`config.mk`:
```
export PLATFORM = sky130hd
export DESIGN_NAME = ai_target_select
export DESIGN_NICKNAME = d
export VERILOG_FILES = /design/src/rtl/ai_pkg.sv /design/src/rtl/ai_cell_cursor.sv /design/src/rtl/ai_target_select.sv
export SDC_FILE = /design/constraint.sdc
export NUM_CORES = 1
export LEC_CHECK = 0
export ABC_AREA = 1
export CORE_AREA = 2 2 280 282
export CTS_BUF_LIST = sky130_fd_sc_hd__clkbuf_8
export DETAILED_ROUTE_END_ITERATION = 10
export DIE_AREA = 0 0 282 284
export PLACE_DENSITY_LB_ADDON = 0.1
export SLEW_MARGIN = 20
export SYNTH_ARGS = -nofsm -noshare
export SYNTH_HDL_FRONTEND = slang
export SYNTH_SLANG_ARGS = --single-unit
```
`constraint.sdc`:
```
create_clock -name clk -period 5.9 [get_ports clk]
set_input_delay 0.885 -clock clk [delete_from_list [all_inputs] [get_ports clk]]
set_output_delay 0.885 -clock clk [all_outputs]
set_load 0.005 [all_outputs]
```
`src/rtl/ai_pkg.sv`:
```
// Shared AI-path definitions: board geometry, cell/row/col/density types and
// the target-select state encoding. Feature macro: AI_PARITY_EN.
package ai_pkg;
    localparam int N_CELLS = 100;
    localparam int GRID_W  = 10;
    localparam int DW      = 6;
    localparam int IDX_W   = 7;
    localparam int RC_W    = 4;

    typedef logic [IDX_W-1:0] idx_t;
    typedef logic [RC_W-1:0]  rc_t;
    typedef logic [DW-1:0]    den_t;

    typedef enum logic [1:0] {
        ST_IDLE,
        ST_SCAN,
`ifdef AI_PARITY_EN
        ST_SCAN2,
`endif
        ST_DONE
    } state_t;
endpackage

```
`src/rtl/ai_cell_cursor.sv`:
```
// Board cursor: row-major idx/row/col counters with column wrap, a last-cell
// flag and a running (row+col) odd-parity bit, so no divider is needed.
module ai_cell_cursor
    import ai_pkg::*;
(
    input  logic clk,
    input  logic rst,
    input  logic clear,
    input  logic advance,
    output idx_t idx,
    output rc_t  row,
    output rc_t  col,
    output logic last,
    output logic odd
);

    // Counter update; a column wrap changes row+col by -8, so parity holds there.
    always_ff @(posedge clk or posedge rst) begin
        if (rst) begin
            idx <= '0;
            row <= '0;
            col <= '0;
            odd <= 1'b0;
        end else if (clear) begin
            idx <= '0;
            row <= '0;
            col <= '0;
            odd <= 1'b0;
        end else if (advance) begin
            idx <= idx + idx_t'(1);
            if (col == rc_t'(GRID_W - 1)) begin
                col <= '0;
                row <= row + rc_t'(1);
            end else begin
                col <= col + rc_t'(1);
                odd <= ~odd;
            end
        end
    end

    assign last = (idx == idx_t'(N_CELLS - 1));

endmodule

```
`src/rtl/ai_target_select.sv`:
```
// Scans the density map one cell per clock and presents the densest unfired
// cell as a shot target over valid/ready. Feature macro: AI_PARITY_EN adds a
// checkerboard-only first pass with a full fallback rescan.
module ai_target_select
    import ai_pkg::*;
(
    input  logic                       clk,
    input  logic                       rst,
    input  logic                       start,
    input  logic [N_CELLS-1:0][DW-1:0] density,
    input  logic [N_CELLS-1:0]         fired,
    output logic                       busy,
    output logic                       target_valid,
    input  logic                       target_ready,
    output idx_t                       target_idx,
    output rc_t                        target_row,
    output rc_t                        target_col,
    output den_t                       target_density,
    output logic                       no_target
);

    state_t state, state_nx;
    idx_t   cur_idx;
    rc_t    cur_row, cur_col;
    logic   cur_last, cur_odd;
    logic   clear_cur, finish, scanning, start_acc;
    logic   parity_ok, candidate, accept, found_nx;
    den_t   cur_den;

    idx_t   best_idx;
    rc_t    best_row, best_col;
    den_t   best_den;
    logic   best_found;

    ai_cell_cursor u_cursor (
        .clk     (clk),
        .rst     (rst),
        .clear   (clear_cur),
        .advance (scanning & ~cur_last),
        .idx     (cur_idx),
        .row     (cur_row),
        .col     (cur_col),
        .last    (cur_last),
        .odd     (cur_odd)
    );

`ifdef AI_PARITY_EN
    assign scanning  = (state == ST_SCAN) || (state == ST_SCAN2);
    assign parity_ok = (state == ST_SCAN) ? ~cur_odd : 1'b1;
`else
    logic unused_odd;
    assign unused_odd = cur_odd;
    assign scanning   = (state == ST_SCAN);
    assign parity_ok  = 1'b1;
`endif

    assign busy      = scanning;
    assign start_acc = (state == ST_IDLE) && start;
    assign cur_den   = density[cur_idx];
    assign candidate = scanning && !fired[cur_idx] && parity_ok;
    // Strict compare keeps the lowest index on ties.
    assign accept    = candidate && (!best_found || (cur_den > best_den));
    assign found_nx  = best_found || accept;

    // State register.
    always_ff @(posedge clk or posedge rst) begin
        if (rst) state <= ST_IDLE;
        else     state <= state_nx;
    end

    // Next-state logic, cursor restart and end-of-scan strobe.
    always_comb begin
        state_nx  = state;
        clear_cur = 1'b0;
        finish    = 1'b0;
        case (state)
            ST_IDLE: begin
                if (start) begin
                    state_nx  = ST_SCAN;
                    clear_cur = 1'b1;
                end
            end
            ST_SCAN: begin
                if (cur_last) begin
`ifdef AI_PARITY_EN
                    if (found_nx) begin
                        state_nx = ST_DONE;
                        finish   = 1'b1;
                    end else begin
                        state_nx  = ST_SCAN2;
                        clear_cur = 1'b1;
                    end
`else
                    state_nx = ST_DONE;
                    finish   = 1'b1;
`endif
                end
            end
`ifdef AI_PARITY_EN
            ST_SCAN2: begin
                if (cur_last) begin
                    state_nx = ST_DONE;
                    finish   = 1'b1;
                end
            end
`endif
            ST_DONE: begin
                if (target_ready) state_nx = ST_IDLE;
            end
            default: state_nx = ST_IDLE;
        endcase
    end

    // Best-so-far tracking, cleared when a scan is started.
    always_ff @(posedge clk or posedge rst) begin
        if (rst) begin
            best_idx   <= '0;
            best_row   <= '0;
            best_col   <= '0;
            best_den   <= '0;
            best_found <= 1'b0;
        end else if (start_acc) begin
            best_idx   <= '0;
            best_row   <= '0;
            best_col   <= '0;
            best_den   <= '0;
            best_found <= 1'b0;
        end else if (accept) begin
            best_idx   <= cur_idx;
            best_row   <= cur_row;
            best_col   <= cur_col;
            best_den   <= cur_den;
            best_found <= 1'b1;
        end
    end

    // Result registers: loaded with the final cell folded in, held until accepted.
    always_ff @(posedge clk or posedge rst) begin
        if (rst) begin
            target_valid   <= 1'b0;
            no_target      <= 1'b0;
            target_idx     <= '0;
            target_row     <= '0;
            target_col     <= '0;
            target_density <= '0;
        end else if (finish) begin
            target_valid   <= 1'b1;
            no_target      <= ~found_nx;
            target_idx     <= accept ? cur_idx : best_idx;
            target_row     <= accept ? cur_row : best_row;
            target_col     <= accept ? cur_col : best_col;
            target_density <= accept ? cur_den : best_den;
        end else if ((state == ST_DONE) && target_ready) begin
            target_valid   <= 1'b0;
        end
    end

endmodule

```
# == Word level (Yosys, flattened, before mapping) ==
# Cells that the tools add are included.
# totals
out_inout_bits,24
wordCells,77
in_bits,704
reg_bits,62
# op_classes
reduce_logical,15
mux,32
order_cmp,2
bitwise,3
eq_ne,7
n_addsub,3
# op_table
operator,n
6-bit binary-select mux with 7-bit select,1
4-bit two-way mux,10
7-bit two-way mux,4
6-bit two-way mux,3
1-bit two-way mux,9
4-bit by 1-bit adder with 4-bit output (second input constant),2
7-bit by 8-bit less-than comparator with 1-bit output (second input constant),1
2-bit nonzero test,4
7-bit by 1-bit adder with 7-bit output (second input constant),1
1-bit binary-select mux with 7-bit select,1
7-bit == test (second input constant),1
6-bit > comparator,1
2-bit two-way mux,3
2-bit != test (second input constant),3
2-bit one-hot mux with 3 select lines,1
4-bit == test (second input constant),1
1-bit logical AND,4
3-bit AND reduction,1
2-bit by 1-bit == test with 1-bit output (second input constant),1
2-bit == test (second input constant),1
1-bit logical NOT,2
2-bit logical NOT,1
1-bit logical OR,2
1-bit NOT,2
other kinds (2),2

# == Depth between registers and ports, before layout ==
# Gate-level depths: netlist of the first run.
# logic_depth
word_depth,7
mapped_depth,30
mapped_depth_nobuf,25

# == Cells and area by module ==
# Synthesis of the first run repeated with hierarchy kept, for this count alone.
# unflattened
cells_unflattened,2127
hier_area_um2,10765.3
# modules_own_cells
module,cells_each,area_each_um2,instances
ai_target_select,2022,9912.0,1
ai_cell_cursor,105,853.3,1

# == Worst setup path before layout of the first run ==
# No wires, ideal clock.
# synth_path
path_kind,flip-flop to flip-flop
startpoint,register u_cursor.idx[0]
endpoint,register target_idx[6]
arrival_ps,3076
path_slack_ps,2706
n_path_buf,5
required_time_ps,5782
setup_ps,118
stages_incl_launch_ff,25
cell_sequence,dfrtp_1 buf_6 buf_6 buf_6 buf_2 or2_2 nand3_1 nand3_1 nand3_1 nand3b_1 nand3_1 nand2_1 nand2_1 inv_1 ha_1 nand2_1 o21ai_0 a21oi_1 o21ai_0 o21ai_0 nand2_1 clkbuf_1 nand4_1 nand3_1 nand2_1
# synth_via
elab_chain_len,6
# synth_lines
element,line,rtl
"start, declared",ai_cell_cursor.sv:10,"output idx_t idx,"
"start signal, assigned",ai_cell_cursor.sv:30,idx <= idx + idx_t'(1);
6-bit binary-select mux with 7-bit select / 1-bit binary-select mux with 7-bit select (equally long branches),"ai_target_select.sv:59, ai_target_select.sv:60",
6-bit two-way mux (not written as such) / 1-bit two-way mux (equally long branches),"ai_target_select.sv:59, ai_target_select.sv:60",
6-bit > comparator / 1-bit logical NOT (equally long branches),"ai_target_select.sv:62, ai_target_select.sv:60",
1-bit logical OR / 1-bit logical AND (equally long branches),"ai_target_select.sv:62, ai_target_select.sv:60",
1-bit logical AND,ai_target_select.sv:62,assign accept = candidate && (!best_found || (cur_den > best_den));
7-bit two-way mux,n/a,
"end signal, assigned",ai_target_select.sv:149,target_idx <= accept ? cur_idx : best_idx;
"end, declared",ai_target_select.sv:15,"output idx_t target_idx,"
# Parallel ways exist; a longest one is shown, timed or not. The select of a mux whose other input is x is not followed.
# A chain may end at the register's enable or synchronous reset.

# == Worst setup path after layout of the first run ==
# layout_path
startpoint,register u_cursor.idx[0]
endpoint,register target_density[4]
# layout_via
elab_chain_len,6
# layout_lines
element,line,rtl
6-bit binary-select mux with 7-bit select / 1-bit binary-select mux with 7-bit select (equally long branches),"ai_target_select.sv:59, ai_target_select.sv:60",
6-bit two-way mux (not written as such) / 1-bit two-way mux (equally long branches),"ai_target_select.sv:59, ai_target_select.sv:60",
6-bit > comparator / 1-bit logical NOT (equally long branches),"ai_target_select.sv:62, ai_target_select.sv:60",
1-bit logical OR / 1-bit logical AND (equally long branches),"ai_target_select.sv:62, ai_target_select.sv:60",
1-bit logical AND,ai_target_select.sv:62,
6-bit two-way mux,n/a,
"end signal, assigned",ai_target_select.sv:152,target_density <= accept ? cur_den : best_den;
"end, declared",ai_target_select.sv:18,"output den_t target_density,"
# Parallel ways exist; a longest one is shown, timed or not. The select of a mux whose other input is x is not followed.

==> metrics.yaml, run 1 <==
finish:
  fillCellCount: 8907
  seqCellArea_um2: 1560
  multi_input_comb_area_um2: 7510
  area_delta_synth_final_pct: 76.7
  final_common_cell: "nand2_1"
  nNetsFinal: 3510
  mostFrequentLayoutCells: "nand2_1 (788), clkdlybuf4s50_1 (727), nor2_1 (330), nand3_1 (286), inv_1 (219)"
  drive_above_1_share_pct: 3.07
  final_cells: 3858
  finalInstanceArea_um2: 19100
global_route:
  grt_pass1_wl_um: 124000
  grt_max_degree: 128
  grt_pass1_vias: 16700
  grt_usage_pct: 21.3
  overflow: 0
  antenna_found_initial: 50
yosys:
  syn-num-nets: 2891
  ys.warnings.count: 0
  avgSynthCellArea_um2: 4.96
  synth_area_leaders: "nand2_1 (27%), dfrtp_1 (14%), nand3_1 (13%), nor2_1 (11%), o21ai_0 (7.8%)"
  synth-seq-cells: 62
  syn_inst: 2177
  ys_seq_area_share_pct: 14.4
  synth_top_area_share_pct: 27.4
  yosys.area.top_type: "nand2_1"
  synth_area_um2: 10800
  yosysUniqueCellTypes: 31
setup_path:
  critPathLaunchType: "flip-flop"
  worstPathRequired_ps: 6190
  path_common_cell: "nand2_1"
  worstReg2RegEnd: "target_density[4]"
  cp_max_fo: 119
  crit_type: "reg2reg"
  crit_path_top_delay_cell: "dfrtp_4"
  reg2reg_setup_slack_ps: 950
  crit_chain: "inv_8, buf_4, o21ai_0, o22ai_1, a21oi_1, nand2_1, nand2_1, ha_1, o21ai_0, a21oi_1, o21ai_0, o21ai_0, nand2_1, nand3_2, nand2_1, nand3_1, nand2_1"
  cp.arrival_ps: 5230
  slowest_delay_ps: 590
  reg2reg_depth: 17
  reg2reg_from: "u_cursor.idx[0]"
  crit_buf_inv: 2
  cp.depth: 17
  cp_top_family: "simple AND/OR/NAND/NOR gates"
  end_kind: "flip-flop"
timing:
  fin_ws_ps: 951
  setup_tns_ps: 0
  final_hold_viol_count: 0
  slew_headroom_pct: 38.2
  rsz0062_at_grt: "false"
  max_freq_mhz: 202
  setup_viol: 0
  fin_crit_ps: 4950
  fin_skew_ps: 11.0
  period_share_pct: 83.9
  worst_pin_slew_ps: 926
  finalMaxSlewViolations: 0
place:
  io_buffers: 727
  dp_slack_ps: 871
  dp_hpwl_um: 71500
  placed_cells: 3825
  dpl_cell_area_um2: 18900
  gp_congestion: 0.860
clocking:
  ctsHoldBuffers: 0
  cts_buffer_depth: 2
  clock_sinks: 62
  post_cts_buffers: 0
  cts_made_buffers: 9
  clockRootBuffer: "clkbuf_8"
  clk_latency_ps: 350
  clkTransAtPathRegs_ps: 80
  cts_max_level: 3
  cts-resized-gates: 0
  cts_tree: "built"
floorplanning:
  num_io_pins: 728
  die_area_um2: 80100
  rows: 102
  core_area_um2: 77000
  dieHeight_um: 284
  die_w_um: 282
  initial_utilization_pct: 14.0
route:
  wl_um: 89400
  vias: 16400
  drc: 0
  first_pass_iters: 5
  antenna_left: 0
  avgRoutedWirePerCell_um: 23.2
  drt-initial-drc-count: 869
  via_per_inst: 4.26
pwr:
  worst_ir_drop_vdd_mv: 0.325
  p_per_area_nw_per_um2: 410
  seqPwrFrac_pct: 9.0
  internal_power_mw: 2.87
  report.power.total_mw: 7.82
  comb_power_share_pct: 86.8
  p_clk_share_pct: 4.2
  sw_frac_of_total_pct: 63.3
  power_leakage_nw: 8.77
  p_sw_mw: 4.95
status:
  outcome: "completed"
min_path:
  hp-class: "reg2reg"
  min_to: "target_idx[2]"
  hp-start: "target_idx[2]"
  holdPathStages: 2
flow_run:
  max-cap-violations: 0
==> worst register-to-register path: stages, from the launching register on <==
cell and delay [ps]:
dfrtp_4 590, inv_8 470, buf_4 700, o21ai_0 170, o22ai_1 420, a21oi_1 210, nand2_1 110, nand2_1 170
ha_1 240, o21ai_0 200, a21oi_1 100, o21ai_0 140, o21ai_0 110, nand2_1 300, nand3_2 500, nand2_1 240
nand3_1 100, nand2_1 90
==> metal layers <==
metal	GRT usage, %	vias up	part of all wire (%)
li1	-	8080	-
met1	23.8	7651	39
met2	40.3	532	52
met3	5.00	109	7.1
met4	4.60	44	1.7
met5	0	-	0.30
==> worst max-delay path by stage <==
stage	to	start	slack (ps)
floorplan	target_idx[6]	u_cursor.idx[0]	2710
finish	target_density[4]	u_cursor.idx[0]	950
global placement	best_idx[6]	u_cursor.idx[0]	840
global route	target_density[4]	u_cursor.idx[0]	370
CTS	target_density[4]	u_cursor.idx[0]	830
detailed placement	target_density[4]	u_cursor.idx[0]	870
==> flip-flops by register name, indices dropped and copies added, names as in the netlist <==
register	flops
target_idx	7
best_row	4
target_density	6
target_col	4
state	2
target_row	4
no_target	1
best_col	4
u_cursor.col	4
best_den	6
best_idx	7
u_cursor.row	4
u_cursor.idx	7
best_found	1
target_valid	1
==> cell type report <==
type / instances / area share [%]
repair buffers: 762 / 40.0
multi-input cells: 1732 / 39.3
flip-flops and latches: 62 / 8.18
well taps: 1040 / 6.82
inverters: 229 / 4.57
clock buffers: 9 / 0.649
clock inverters: 7 / 0.223
diodes: 17 / 0.223
==> power groups by stage <==
stage / registers [mW] / logic (mW) / clock network (mW)
after floorplan: 0.632 / 4.37 / 0
after global placement: 0.714 / 6.91 / 0
after detailed placement: 0.718 / 6.91 / 0
after CTS: 0.711 / 6.93 / 0.341
after global routing: 0.724 / 7.57 / 0.363
final: 0.704 / 6.79 / 0.330
==> stage by stage <==
| stage | utilization [%] | hold slack (ps) |
|---|---|---|
| global route | 24.8 | 512 |
| finish | 24.8 | 490 |
| detailed placement | 24.5 | 473 |
| floorplan | - | 473 |
| global placement | 24.5 | 475 |
| CTS | 24.8 | 495 |
==> Yosys cell counts <==
cell,number
buf_2,81
o21a_1,2
xor2_1,1
nor3b_1,1
buf_6,22
o21ai_1,10
a211oi_1,1
a21oi_2,1
inv_1,222
nand3_1,286
inv_2,7
a21oi_1,53
nand3b_1,1
nor3_2,1
nor2_4,2
nand4_1,22
o22ai_1,11
dfrtp_1,62
clkbuf_1,33
and3_1,1
buf_4,13
buf_1,5
o21ai_0,169
nand2_2,2
nand3_2,1
nand2_1,788
nor2_1,331
o211ai_1,22
nor3_1,3
or2_2,13
ha_1,10
==> cell families after synthesis <==
group                    after synthesis  synth area share (%)
adder cells (fa/ha/maj)               10                  1.16
buffers and inverters                383                  16.2
AO/OA/AOI/OAI                        269                  13.2
flip-flops                            62                  14.4
AND/OR/NAND/NOR                     1452                  55.0
XOR/XNOR                               1                0.0811
(Power assumes the default switching activity.)
==> run 2, diff against run 1 <==
--- a/config.mk
+++ b/config.mk
@@ -6,10 +6,10 @@
 export NUM_CORES = 1
 export LEC_CHECK = 0
 export ABC_AREA = 1
-export CORE_AREA = 2 2 280 282
+export CORE_AREA = 2 2 282 284
 export CTS_BUF_LIST = sky130_fd_sc_hd__clkbuf_8
 export DETAILED_ROUTE_END_ITERATION = 10
-export DIE_AREA = 0 0 282 284
+export DIE_AREA = 0 0 284 286
 export PLACE_DENSITY_LB_ADDON = 0.1
 export SLEW_MARGIN = 20
 export SYNTH_ARGS = -nofsm -noshare
==> constraint.sdc (replaced) <==
create_clock -name clk -period 4.8 [get_ports clk]
set_input_delay 0.72 -clock clk [delete_from_list [all_inputs] [get_ports clk]]
set_output_delay 0.72 -clock clk [all_outputs]
set_load 0.005 [all_outputs]
==> run 2 against run 1 <==
Register-to-register slack got worse by 440 ps. Non-clock buffer count is 15 higher. Critical path depth is 5 higher. Core utilization shrank 0.24 points. Fmax grew 15%. Sequential power grew 17%. Hold slack worse by 2.9 ps. Critical path type unchanged. Design area grew 0.81%. Via count fell by 0.58%. Highest routed layer unchanged. Worst setup slack lost 440 ps. Combinational power up 23%. Largest power group unchanged. Wire length down 4.0%.
==> metrics.yaml, run 2 (synthesis results as in run 1) <==
setup_path:
  crit_path_top_delay_cell: "dfrtp_4"  # unchanged
  critPathLaunchType: "flip-flop"  # unchanged
  reg2reg_setup_slack_ps: 510  # was 950 ps
  path_common_cell: "nand2_1"  # unchanged
  cp_top_family: "simple AND/OR/NAND/NOR gates"  # unchanged
  crit_buf_inv: 4  # was 2
  worstPathRequired_ps: 5040  # was 6190 ps
  end_kind: "flip-flop"  # unchanged
  slowest_delay_ps: 520  # was 590 ps
  cp_max_fo: 48  # was 119
  crit_type: "reg2reg"  # unchanged
  crit_chain: "inv_6, buf_4, nor2_1, o21ai_0, nand2_1, a21oi_1, nand2_1, nand3_1, nand2_1, nand2_1, inv_1, ha_1, nand2_1, o21ai_0, a21oi_1, o21ai_0, o21ai_0, nand2_1, buf_4, nand4_1, nand3_1, nand2_1"  # was inv_8, buf_4, o21ai_0, o22ai_1, a21oi_1, nand2_1, nand2_1, ha_1, o21ai_0, a21oi_1, o21ai_0, o21ai_0, nand2_1, nand3_2, nand2_1, nand3_1, nand2_1
  cp.arrival_ps: 4530  # was 5230 ps
route:
  avgRoutedWirePerCell_um: 22.1  # was 23.2 um
  first_pass_iters: 5  # unchanged
  antenna_left: 0  # unchanged
  drc: 0  # unchanged
  drt-initial-drc-count: 899  # was 869
  vias: 16300  # was 16400
  wl_um: 85800  # was 89400 um
  via_per_inst: 4.21  # was 4.26
pwr:
  worst_ir_drop_vdd_mv: 0.378  # was 0.325 mV
  power_leakage_nw: 8.86  # was 8.77 nW
  p_per_area_nw_per_um2: 501  # was 410 nW/um^2
place:
  dp_slack_ps: 357  # was 871 ps
  placed_cells: 3850  # was 3825
  gp_congestion: 0.896  # was 0.860
  dp_hpwl_um: 68900  # was 71500 um
  io_buffers: 727  # unchanged
timing:
  period_share_pct: 89.4  # was 83.9%
  setup_tns_ps: 0  # unchanged
  fin_crit_ps: 4290  # was 4950 ps
  setup_viol: 0  # unchanged
  fin_ws_ps: 508  # was 951 ps
  worst_pin_slew_ps: 986  # was 926 ps
  final_hold_viol_count: 0  # unchanged
  finalMaxSlewViolations: 0  # unchanged
  fin_skew_ps: 15.9  # was 11.0 ps
  rsz0062_at_grt: "false"  # unchanged
  whs_ps: 487  # was 490 ps
  max_freq_mhz: 233  # was 202 MHz
  slew_headroom_pct: 34.2  # was 38.2%
clocking:
  clock_sinks: 62  # unchanged
  cts_buffer_depth: 2  # unchanged
  clk_latency_ps: 350  # about the same
  clockRootBuffer: "clkbuf_8"  # unchanged
  cts_max_level: 3  # unchanged
  cts_tree: "built"  # unchanged
  cts_made_buffers: 9  # unchanged
  ctsHoldBuffers: 0  # unchanged
  post_cts_buffers: 0  # unchanged
  cts-resized-gates: 0  # unchanged
  clkTransAtPathRegs_ps: 80  # about the same
global_route:
  antenna_found_initial: 29  # was 50
  grt_pass1_vias: 16600  # was 16700
  grt_max_degree: 125  # was 128
  grt_usage_pct: 20.3  # was 21.3%
  grt_pass1_wl_um: 121000  # was 124000 um
  overflow: 0  # unchanged
floorplanning:
  core_area_um2: 78400  # was 77000 um^2
  rows: 103  # was 102
  num_io_pins: 728  # unchanged
  initial_utilization_pct: 13.8  # was 14.0%
  dieHeight_um: 286  # was 284 um
  die_w_um: 284  # was 282 um
  die_area_um2: 81200  # was 80100 um^2
finish:
  nNetsFinal: 3525  # was 3510
  area_delta_synth_final_pct: 78.1  # was 76.7%
  final_cells: 3877  # was 3858
  reg_top3: "best_idx x7, target_idx x7, u_cursor.idx x7"  # unchanged
  drive_above_1_share_pct: 3.55  # was 3.07%
  fillCellCount: 9038  # was 8907
  final_common_cell: "nand2_1"  # unchanged
  mostFrequentLayoutCells: "nand2_1 (788), clkdlybuf4s50_1 (727), nor2_1 (330), nand3_1 (286), inv_1 (219)"  # unchanged
status:
  outcome: "completed"  # unchanged
min_path:
  hp-class: "reg2reg"  # unchanged
flow_run:
  max-cap-violations: 0  # unchanged
-- run 2: tightest hold or removal path: cells and delay by family (launching register included) --
family,cells,cell delay [ps]
AND/OR/NAND/NOR,2,100
flip-flops,1,350
-- run 2: where the power goes --
| part | internal, mW | switching [mW] | total [mW] |
|---|---|---|---|
| combinational | 2.74 | 5.63 | 8.37 |
| sequential | 0.712 | 0.115 | 0.827 |
| clock | 0.247 | 0.210 | 0.458 |
| total | 3.70 | 5.95 | 9.65 |
-- run 2: area by class of cell --
class                   instances  area (um^2)  share of cell area (%)
flip-flops and latches         62         1560                    8.11
inverters                     229          872                    4.53
diodes                         12         30.0                   0.156
clock inverters                 5         51.3                   0.267
well taps                    1050         1310                    6.83
clock buffers                  10          138                   0.715
multi-input cells            1732         7520                    39.1
repair buffers                777         7760                    40.3
-- run 2: worst paths after layout --
check | startpoint | to | cells past startpoint
max reg2reg | u_cursor.idx[1] | target_col[1] | 22
min in group asynchronous | rst | target_col[3] | 2
max in group asynchronous | rst | u_cursor.col[0] | 3
min reg2reg | target_col[3] | target_col[3] | 2
min | target_col[3] | target_col[3] | 2
max | u_cursor.idx[1] | target_col[1] | 22
-- run 2: per-layer routing --
metal  global-route usage (%)  vias to the layer above  routed length [um]
li1                         -                     8100                   -
met3                     4.04                       59                4620
met2                     38.0                      518               44500
met4                     2.28                       26                 771
met5                        0                        -                 175
met1                     24.6                     7618               35700
-- run 2: through the flow --
step,cell area (um^2),total power [mW],util (%)
after global routing,19200,10.8,24.5
after CTS,19200,9.90,24.5
final,19200,9.65,24.6
after global placement,19000,9.40,24.3
after floorplan,10800,6.14,-
after detailed placement,19000,9.41,24.3
